File: src/rtl/btn_pkg.sv
// Shared constants and state encoding for the push-button conditioning block.
package btn_pkg;

  typedef enum logic [1:0] {
    IDLE         = 2'd0,
    PRESS_WAIT   = 2'd1,
    PRESSED      = 2'd2,
    RELEASE_WAIT = 2'd3
  } btn_state_e;

  // Short windows for simulation, long windows for a ~50 MHz board clock.
  localparam int unsigned DB_CYCLES_SIM      = 16;
  localparam int unsigned REPEAT_CYCLES_SIM  = 64;
  localparam int unsigned DB_CYCLES_BOARD    = 500_000;
  localparam int unsigned REPEAT_CYCLES_BOARD = 12_500_000;

  // True when a CNT_W-bit counter can hold every value the debounce/repeat logic reaches.
  function automatic bit cnt_fits(int unsigned cnt_w, int unsigned db, int unsigned rpt);
    longint unsigned span;
    span = (db > rpt) ? longint'(db) : longint'(rpt);
    return (cnt_w >= 32) || ((64'd1 << cnt_w) > span);
  endfunction

endpackage

File: src/rtl/btn_debounce_ch.sv
// One button channel: 2-flop synchronizer, debounce FSM, press one-shot.
// Optional auto-repeat while held is enabled with `define BTN_AUTOREPEAT_EN.
module btn_debounce_ch
  import btn_pkg::*;
#(
  parameter int unsigned DB_CYCLES     = DB_CYCLES_SIM,
  parameter int unsigned CNT_W         = 16,
  parameter int unsigned REPEAT_CYCLES = REPEAT_CYCLES_SIM
) (
  input  logic Clk,
  input  logic Rst,
  input  logic BtnIn,
  output logic Pulse,
  output logic Level
);

  localparam logic [CNT_W-1:0] DB_LAST = CNT_W'(DB_CYCLES - 1);

  if (!cnt_fits(CNT_W, DB_CYCLES, REPEAT_CYCLES)) begin : g_cnt_w_too_small
    $error("btn_debounce_ch: CNT_W too small for DB_CYCLES/REPEAT_CYCLES");
  end

  logic             sync1_q;
  logic             sync2_q;
  btn_state_e       state_q;
  logic [CNT_W-1:0] cnt_q;

  // Metastability guard; everything downstream looks only at sync2_q.
  always_ff @(posedge Clk) begin
    if (Rst) begin
      sync1_q <= 1'b0;
      sync2_q <= 1'b0;
    end else begin
      sync1_q <= BtnIn;
      sync2_q <= sync1_q;
    end
  end

`ifdef BTN_AUTOREPEAT_EN
  localparam logic [CNT_W-1:0] RPT_LAST = CNT_W'(REPEAT_CYCLES - 1);
  logic [CNT_W-1:0] rpt_q;
`endif

  always_ff @(posedge Clk) begin
    if (Rst) begin
      state_q <= IDLE;
      cnt_q   <= '0;
      Pulse   <= 1'b0;
      Level   <= 1'b0;
`ifdef BTN_AUTOREPEAT_EN
      rpt_q   <= '0;
`endif
    end else begin
      Pulse <= 1'b0;
      case (state_q)
        IDLE: begin
          if (sync2_q) begin
            state_q <= PRESS_WAIT;
            cnt_q   <= CNT_W'(1);
          end
        end
        PRESS_WAIT: begin
          if (!sync2_q) begin
            state_q <= IDLE;
            cnt_q   <= '0;
          end else if (cnt_q == DB_LAST) begin
            state_q <= PRESSED;
            cnt_q   <= '0;
            Pulse   <= 1'b1;
            Level   <= 1'b1;
`ifdef BTN_AUTOREPEAT_EN
            rpt_q   <= '0;
`endif
          end else if (cnt_q != '1) begin
            cnt_q <= cnt_q + CNT_W'(1);
          end
        end
        PRESSED: begin
          if (!sync2_q) begin
            state_q <= RELEASE_WAIT;
            cnt_q   <= CNT_W'(1);
          end
`ifdef BTN_AUTOREPEAT_EN
          else if (rpt_q == RPT_LAST) begin
            rpt_q <= '0;
            Pulse <= 1'b1;
          end else begin
            rpt_q <= rpt_q + CNT_W'(1);
          end
`endif
        end
        RELEASE_WAIT: begin
          // Repeat counter is frozen here so a release bounce resumes the cadence.
          if (sync2_q) begin
            state_q <= PRESSED;
            cnt_q   <= '0;
          end else if (cnt_q == DB_LAST) begin
            state_q <= IDLE;
            cnt_q   <= '0;
            Level   <= 1'b0;
`ifdef BTN_AUTOREPEAT_EN
            rpt_q   <= '0;
`endif
          end else if (cnt_q != '1) begin
            cnt_q <= cnt_q + CNT_W'(1);
          end
        end
        default: begin
          state_q <= IDLE;
          cnt_q   <= '0;
        end
      endcase
    end
  end

endmodule

File: src/rtl/btn_pulse_gen.sv
// N_BTN independent debounced press-pulse channels (ch0=Start, ch1=Play).
// Define BTN_AUTOREPEAT_EN to make held buttons re-pulse every REPEAT_CYCLES.
module btn_pulse_gen
  import btn_pkg::*;
#(
  parameter int unsigned N_BTN         = 2,
  parameter int unsigned DB_CYCLES     = DB_CYCLES_SIM,
  parameter int unsigned CNT_W         = 16,
  parameter int unsigned REPEAT_CYCLES = REPEAT_CYCLES_SIM
) (
  input  logic             Clk,
  input  logic             Rst,
  input  logic [N_BTN-1:0] BtnIn,
  output logic [N_BTN-1:0] Pulse,
  output logic [N_BTN-1:0] Level
);

  for (genvar i = 0; i < int'(N_BTN); i++) begin : g_ch
    btn_debounce_ch #(
      .DB_CYCLES    (DB_CYCLES),
      .CNT_W        (CNT_W),
      .REPEAT_CYCLES(REPEAT_CYCLES)
    ) u_ch (
      .Clk  (Clk),
      .Rst  (Rst),
      .BtnIn(BtnIn[i]),
      .Pulse(Pulse[i]),
      .Level(Level[i])
    );
  end

endmodule

File: config.mk
export PLATFORM = sky130hd
export DESIGN_NAME = btn_pulse_gen
export DESIGN_NICKNAME = d
export VERILOG_FILES = /design/src/rtl/btn_pkg.sv /design/src/rtl/btn_debounce_ch.sv /design/src/rtl/btn_pulse_gen.sv
export SDC_FILE = /design/constraint.sdc
export NUM_CORES = 1
export LEC_CHECK = 0
export CORE_MARGIN = 1
export CORE_UTILIZATION = 35
export DETAILED_ROUTE_END_ITERATION = 10
export MAX_ROUTING_LAYER = met4
export PLACE_DENSITY = 0.54
export SETUP_SLACK_MARGIN = 0.4
export SYNTH_ARGS = -nofsm -noshare
export SYNTH_HDL_FRONTEND = slang
export SYNTH_HIERARCHICAL = 1
export SYNTH_SLANG_ARGS = --single-unit
File: constraint.sdc
create_clock -name Clk -period 2.4 [get_ports Clk]
set_input_delay 0.48 -clock Clk [delete_from_list [all_inputs] [get_ports Clk]]
set_output_delay 0.48 -clock Clk [all_outputs]
set_load 0.005 [all_outputs]
==> metrics.md, run 1 <==
| Metric | Value |
|---|---|
| Hold Vio Cnt, Final | 0 |
| Core area | a little under 0.007 sq mm |
| Die Y-Extent | around 87 um |
| Maximum level of the CTS H-tree | 2 |
| Clock Tree Root | clkbuf_8 |
| Synth warn | 6 |
| Hold Crit Depth | 1 |
| WHS Endpoint | g_ch[0].u_ch/sync2_q |
| Outcome | finished, final reports clean |
| Setup TNS | 0 ps |
| WL final | approximately 6100 um |
| Crit end category | flip-flop |
| Period utilisation layout | 0.796 |
| Initial antenna violation count | 0 |
| First-pass iteration count of the detailed router | 4 |
| Crit path kind | flip-flop to flip-flop |
| Synth-to-Final Area Change | 11.8% |
| Pwr dens | 510 mW/mm^2 |
| Initial DRC count | 98 |
| Vias in the first global route | about 2200 |
| CTS tree | built |
| DIE AREA | ~0.0076 sq mm |
| CP delay by family, top | simple AND/OR/NAND/NOR gates |
| Worst Path Arrival | 2130 ps |
| Synthesized area | roughly 0.0025 sq mm |
| Worst-Margin Slew | ~900 ps |
| Max_slew headroom | 0.408 |
| R2R depth | 6 |
| RD Place Congestion | roughly 0.79 |
| Xor/xnor share of the synthesized area | 0.0168 |
| Post-synth EDFFs | 0 |
| Initial core utilization | 0.367 |
| RSZ-0062 raised after global routing | false |
| Post-synthesis simple-gate area fraction | 0.350 |
| Max Clock Freq | between 0.5 and 0.6 GHz |
| Maximum Capacitance Violations | 0 |
| CP Launch Type | flip-flop |
| CTS clk-pin slew, worst paths | 80 ps |
| P_leak | between 0.9 and 1 nW |
| Post-synthesis cell count | 300 |
| Multiplexer share of the synthesized area | 0.00789 |
| Max IR drop VDD | about 0.33 mV |
| FFs w/ async S/R, synth | 0 |
| # hold bufs at CTS | 0 |
| Worst Path Buf+Inv | 0 |
| Largest family of logic cells by synthesized area | simple AND/OR/NAND/NOR gates |
| Vias | roughly 2300 |
| Die Wd | 87.1 um |
| Yosys cell types | between 60 and 70 |
| Worst Path Required | around 2600 ps |
| Post-Syn Area per Cell | 8.45 sq um |
| Crit-path max cell delay | ~360 ps |
| Crit-path max FO | 7 |
| Tmin final | ~1900 ps |
| Vias per cell | 5.74 |
| Post-route DRC | 0 |
| Overall Global Routing Usage | 0.182 |
| CTS Buf Count | 5 |
| Overflow after GRT | 0 |
| Global-route wire length before repair | around 11000 um |
| Syn_nets | ~300 |
| Sequential area share after synthesis | 0.347 |
| Pin count of the biggest net entering global routing | 33 |
| HP Start | g_ch[0].u_ch/sync1_q |
| CTS Sinks | 44 |
| Worst Clk Skew | between 10 and 15 ps |
| DP HPWL | between 4000 and 5000 um |
| CP Cell Sequence | ha_4 > and3_1 > and4_2 > or2_2 > o21ba_2 > a311oi_2 |
| CP max-delay cell | dfxtp_2 |
| Setup violations, final | 0 |
| ANT cells | 0 |
| Slew Viols, Final | 0 |
| Post-synthesis adder-cell area fraction | 0.00987 |
| ANT nets after route | 0 |
| R2r setup slk | ~500 ps |
| # nets final | ~310 |
| I/O pin cnt | 8 |
| Post-layout util | 0.411 |
| Clk_lat worst skew | about 300 ps |
| #FFs+latches synth | between 40 and 50 |
| Port Buf Inserts | 7 |
| Reg-to-Reg Start | g_ch[0].u_ch/cnt_q[0] |
| Prevailing post-synth register cell | dfxtp_1 |
| Clock tree buffer depth | 2 |
| Layout cell share with drive strength beyond 1 | 0.167 |
| Post-synthesis compound-gate area fraction | 0.218 |
| Worst Hold Class | flip-flop to flip-flop |
| Reg-to-reg endpoint | g_ch[0].u_ch/cnt_q[3] |
| Routed length per instance | between 15 and 20 um |
| Standard-cell rows | 30 |
[kinds of logic after synthesis]
family                     Yosys count
and+or+nand+nor                    140
xor gates and xnor gates             4
AOI/OAI and AO/OA                   84
adders and majority gates            2
DFF                                 44
buffers and inverters               24
muxes                                2
[Yosys cell counts (5+ instances only)]
cell type | instances | area, sq um
nand2_1 | 29 | 109
a31oi_1 | 12 | 75.1
inv_1 | 6 | 22.5
dfxtp_1 | 44 | 881
nor3_1 | 17 | 85.1
o21ai_1 | 7 | 35.0
nor2_1 | 18 | 67.6
and3_1 | 7 | 43.8
nor4_1 | 9 | 56.3
nand3_1 | 14 | 70.1
a211oi_1 | 7 | 52.6
o21ai_0 | 9 | 45.0
a21oi_1 | 22 | 110
buf_2 | 8 | 40.0
nor2b_1 | 6 | 37.5
nand4_1 | 7 | 43.8
clkbuf_1 | 5 | 18.8
[area by class of cell]
cell class | count | area, sq um
fillers | 722 | 4070
clock inverters | 3 | 46.3
well taps | 96 | 120
repair buffers | 15 | 134
flip-flops and latches | 44 | 885
inverters | 6 | 22.5
multi-input cells | 233 | 1560
clock buffers | 5 | 68.8
[power breakdown]
part / total [mW] / internal, mW / switching [mW]
logic: 0.0912 / 0.0381 / 0.0531
registers: 0.758 / 0.743 / 0.0153
clock network: 0.598 / 0.314 / 0.284
total: 1.45 / 1.10 / 0.353
[how the worst max path moves through the flow]
stage / start / to / slack [ps] / depth (start not counted)
after global routing: g_ch[0].u_ch/cnt_q[0] / g_ch[0].u_ch/cnt_q[2] / 400 / 7
final: g_ch[0].u_ch/cnt_q[0] / g_ch[0].u_ch/cnt_q[3] / 490 / 6
after CTS: g_ch[1].u_ch/cnt_q[0] / g_ch[1].u_ch/cnt_q[1] / 420 / 6
after global placement: g_ch[0].u_ch/cnt_q[0] / g_ch[0].u_ch/cnt_q[3] / 300 / 6
after floorplan: g_ch[0].u_ch/cnt_q[0] / g_ch[0].u_ch/cnt_q[3] / 480 / 7
after detailed placement: g_ch[0].u_ch/cnt_q[0] / g_ch[0].u_ch/cnt_q[3] / 310 / 6
[per-layer routing]
metal | vias to the layer above | track usage | part of all wire
met4 | 0 | 0.0641 | 0.016
met5 | - | - | 0
li1 | 1160 | - | -
met3 | 8 | 0.0303 | 0.045
met1 | 1073 | 0.235 | 0.46
met2 | 65 | 0.286 | 0.48
[layout by cell type, fill, tap and decap left out, types with 7 or more instances in the layout]
| master | Yosys | final |
|---|---|---|
| nor3_1 | 17 | 17 |
| nor4_1 | 9 | 8 |
| a211oi_1 | 7 | 7 |
| dfxtp_1 | 44 | 41 |
| a31oi_1 | 12 | 12 |
| nand3_1 | 14 | 14 |
| clkdlybuf4s50_1 | 0 | 7 |
| nor2_1 | 18 | 18 |
| o21ai_1 | 7 | 7 |
| a21oi_1 | 22 | 22 |
| and3_1 | 7 | 7 |
| o21ai_0 | 9 | 9 |
| nand2_1 | 29 | 29 |
| buf_4 | 1 | 7 |
| nand4_1 | 7 | 7 |
[through the flow]
step / setup WS, ps / hold slack, ps / power (mW) / cells / area [sq um]
2_1_floorplan: 476 / 414 / 0.832 / 300 / 2540
3_3_place_gp: 301 / 419 / 0.864 / 389 / 2650
3_5_place_dp: 308 / 430 / 0.865 / 389 / 2650
4_1_cts: 421 / 451 / 1.47 / 399 / 2790
5_1_grt: 402 / 479 / 1.51 / 402 / 2840
6_report: 490 / 447 / 1.45 / 402 / 2840
[what timing repair did]
action                     4_1_cts  5_1_grt
gates cloned                     1        0
setup buffers                    1        3
setup endpoints to repair        6       20
pin swaps                        1        2
resized for setup                3        7
[registers in the layout, summed over array words and instances (netlist names), named ones only]
signal and count:
g_ch.u_ch/sync2_q 2, g_ch.u_ch/state_q 2, g_ch.u_ch/Pulse 2, g_ch.u_ch/Level 2
g_ch.u_ch/sync1_q 2, g_ch.u_ch/cnt_q 32
Note: power is estimated with default switching activity, not from simulation.
==> run 2, diff against run 1 <==
--- a/config.mk
+++ b/config.mk
@@ -9,7 +9,7 @@
 export CORE_UTILIZATION = 35
 export DETAILED_ROUTE_END_ITERATION = 10
 export MAX_ROUTING_LAYER = met4
-export PLACE_DENSITY = 0.54
+export PLACE_DENSITY = 0.56
 export SETUP_SLACK_MARGIN = 0.4
 export SYNTH_ARGS = -nofsm -noshare
 export SYNTH_HDL_FRONTEND = slang
==> constraint.sdc (replaced) <==
create_clock -name Clk -period 1.7 [get_ports Clk]
set_input_delay 0.34 -clock Clk [delete_from_list [all_inputs] [get_ports Clk]]
set_output_delay 0.34 -clock Clk [all_outputs]
set_load 0.005 [all_outputs]
==> metrics.md, run 2 (same netlist as run 1, synthesis figures left out) <==
| Metric | Value |
|---|---|
| Internal Power | around 1.6 mW |
| P_leak | around 1.5 nW |
| Max_slew headroom | 0.664 |
| R2r setup slk | roughly 1.0 ps |
| CTS tree | built |
| Hold Vio Cnt, Final | 0 |
| Initial antenna violation count | 0 |
| Clk_lat worst skew | 300 ps |
| Core area | approximately 0.007 sq mm |
| Clock tree buffer depth | 2 |
| Switching Share | 0.234 |
| Standard-cell rows | 30 |
| Fin area | slightly above 0.004 sq mm |
| Setup violations, final | 0 |
| Worst Path Arrival | between 1500 and 2000 ps |
| # hold bufs at CTS | 0 |
| Worst Clk Skew | between 10 and 15 ps |
| Post-route DRC | 0 |
| Clock power frac | 0.422 |
| DP Area | approximately 0.0032 sq mm |
| Period utilisation layout | 0.999 |
| Sw Pwr | between 0.5 and 0.6 mW |
| Vias in the first global route | 2565 |
| Pwr dens | ~520 mW/mm^2 |
| WL final | 8020 um |
| CP Launch Type | flip-flop |
| Overall Global Routing Usage | 0.218 |
| # nets final | between 300 and 400 |
| RSZ-0062 raised after global routing | true |
| Crit-path max FO | 4 |
| Worst Hold Class | flip-flop to flip-flop |
| CTS clk-pin slew, worst paths | approximately 80 ps |
| Port Buf Inserts | 7 |
| CTS Buf Count | 5 |
| Sequential share of power | 0.490 |
| Biggest register | g_ch.u_ch/cnt_q |
| Layout cell share with drive strength beyond 1 | 0.618 |
| Total power | ~2.1 mW |
| DIE AREA | ~0.0076 sq mm |
| Outcome | finished, final reports clean |
| Reg-to-Reg Start | g_ch[0].u_ch/cnt_q[0] |
| Worst-Margin Slew | slightly above 500 ps |
| First-pass iteration count of the detailed router | 4 |
| Pin count of the biggest net entering global routing | 21 |
| Crit path kind | flip-flop to flip-flop |
| Initial DRC count | ~120 |
| Commonest non-fill, non-tap cell in the layout | buf_4 |
| ANT cells | 0 |
| Max Clock Freq | roughly 0.59 GHz |
| DP HPWL | slightly below 5000 um |
| CTS Sinks | 44 |
| Worst Path Required | approximately 1900 ps |
| RD Place Congestion | 0.901 |
| Max IR drop VDD | approximately 0.44 mV |
| Clock Tree Root | clkbuf_8 |
| Most frequent cells in the layout | 60 x buf_4, 21 x buf_6, 21 x nand2_1 |
| Synth-to-Final Area Change | 61.8% |
| Vias per cell | 5.73 |
| Maximum Capacitance Violations | 0 |
| HP Start | g_ch[0].u_ch/sync1_q |
| ANT nets after route | 0 |
| Initial core utilization | 0.367 |
| Comb pwr share | 0.088 |
| Max FFs per register | 32 |
| I/O pin cnt | 8 |
| Tmin final | between 1500 and 2000 ps |
| Global-route wire length before repair | 12500 um |
| Slew Viols, Final | 0 |
| Vias | about 2700 |
| Die Y-Extent | a little under 90 um |
| Die Wd | about 87 um |
| Maximum level of the CTS H-tree | 2 |
| Routed length per instance | about 17 um |
| Crit path from | g_ch[0].u_ch/cnt_q[0] |
| Crit end category | flip-flop |
| Overflow after GRT | 0 |
-- run 2: cell count changes in the layout (fill, tap and decap cells not counted), moves of 8 or more --
cell and delta:
dfxtp_1 -29, a21oi_2 +16, o21ai_0 -8, nor4_1 -8
buf_6 +20, nor3_1 -8, buf_4 +53, a21oi_1 -16
nand2_1 -8, dfxtp_2 +16, dfxtp_4 +13
-- run 2: final timing paths --
path / to / cells past startpoint
setup / recovery: g_ch[0].u_ch/cnt_q[10] / 11
hold / removal: g_ch[0].u_ch/sync2_q / 1
setup reg to reg: g_ch[0].u_ch/cnt_q[10] / 11
hold reg to reg: g_ch[0].u_ch/sync2_q / 1
-- run 2: cell type report --
| type | instances | area [sq um] |
|---|---|---|
| multi-input combinational | 234 | 2090 |
| fill | 604 | 2800 |
| sequential | 44 | 953 |
| tap | 96 | 120 |
| inverter | 6 | 22.5 |
| clock buffer | 7 | 97.6 |
| clock inverter | 1 | 30.0 |
| timing repair buffer | 90 | 787 |
-- run 2: layer usage --
metal	global-route usage	up-vias	part of all wire
li1	-	1310	-
met1	0.258	1334	0.42
met2	0.372	78	0.52
met3	0.0360	16	0.041
met4	0.0805	0	0.020
met5	-	-	0
-- run 2: through the flow --
| step | setup slack (ps) | hold slack, ps | utilization | cells | setup TNS (ps) |
|---|---|---|---|---|---|
| after CTS | 0.205 | 448 | 0.546 | 464 | 0 |
| after detailed placement | -82.8 | 428 | 0.468 | 433 | -305 |
| after global routing | -106 | 461 | 0.594 | 478 | -468 |
| final | 1.01 | 440 | 0.594 | 478 | 0 |
| after floorplan | 6.09 | 414 | - | 300 | 0 |
| after global placement | -47.1 | 420 | 0.468 | 433 | -89.0 |
-- run 2: critical path: stages, from the launching register on --
cell and delay, ps:
dfxtp_4 370, ha_4 130, nand4_1 150, buf_4 190
buf_6 120, buf_6 110, nor2_4 100, buf_6 130
buf_4 100, nand3_2 50, nand2_1 70, a311oi_1 80
-- run 2: power by group through the flow --
stage	clock network (mW)	logic, mW	registers, mW
finish	0.906	0.190	1.05
global route	0.971	0.207	1.06
CTS	0.940	0.173	1.05
detailed placement	0	0.156	1.09
global placement	0	0.155	1.08
floorplan	0	0.0952	1.08
-- run 2: timing repair --
action / in CTS / in global routing
pin swaps: 41 / 37
endpoints found under the hold margin: 0 / 0
gates cloned: 3 / 0
buffers inserted: 20 / 14
resized for setup: 69 / 54
endpoints found under the setup margin: 44 / 40
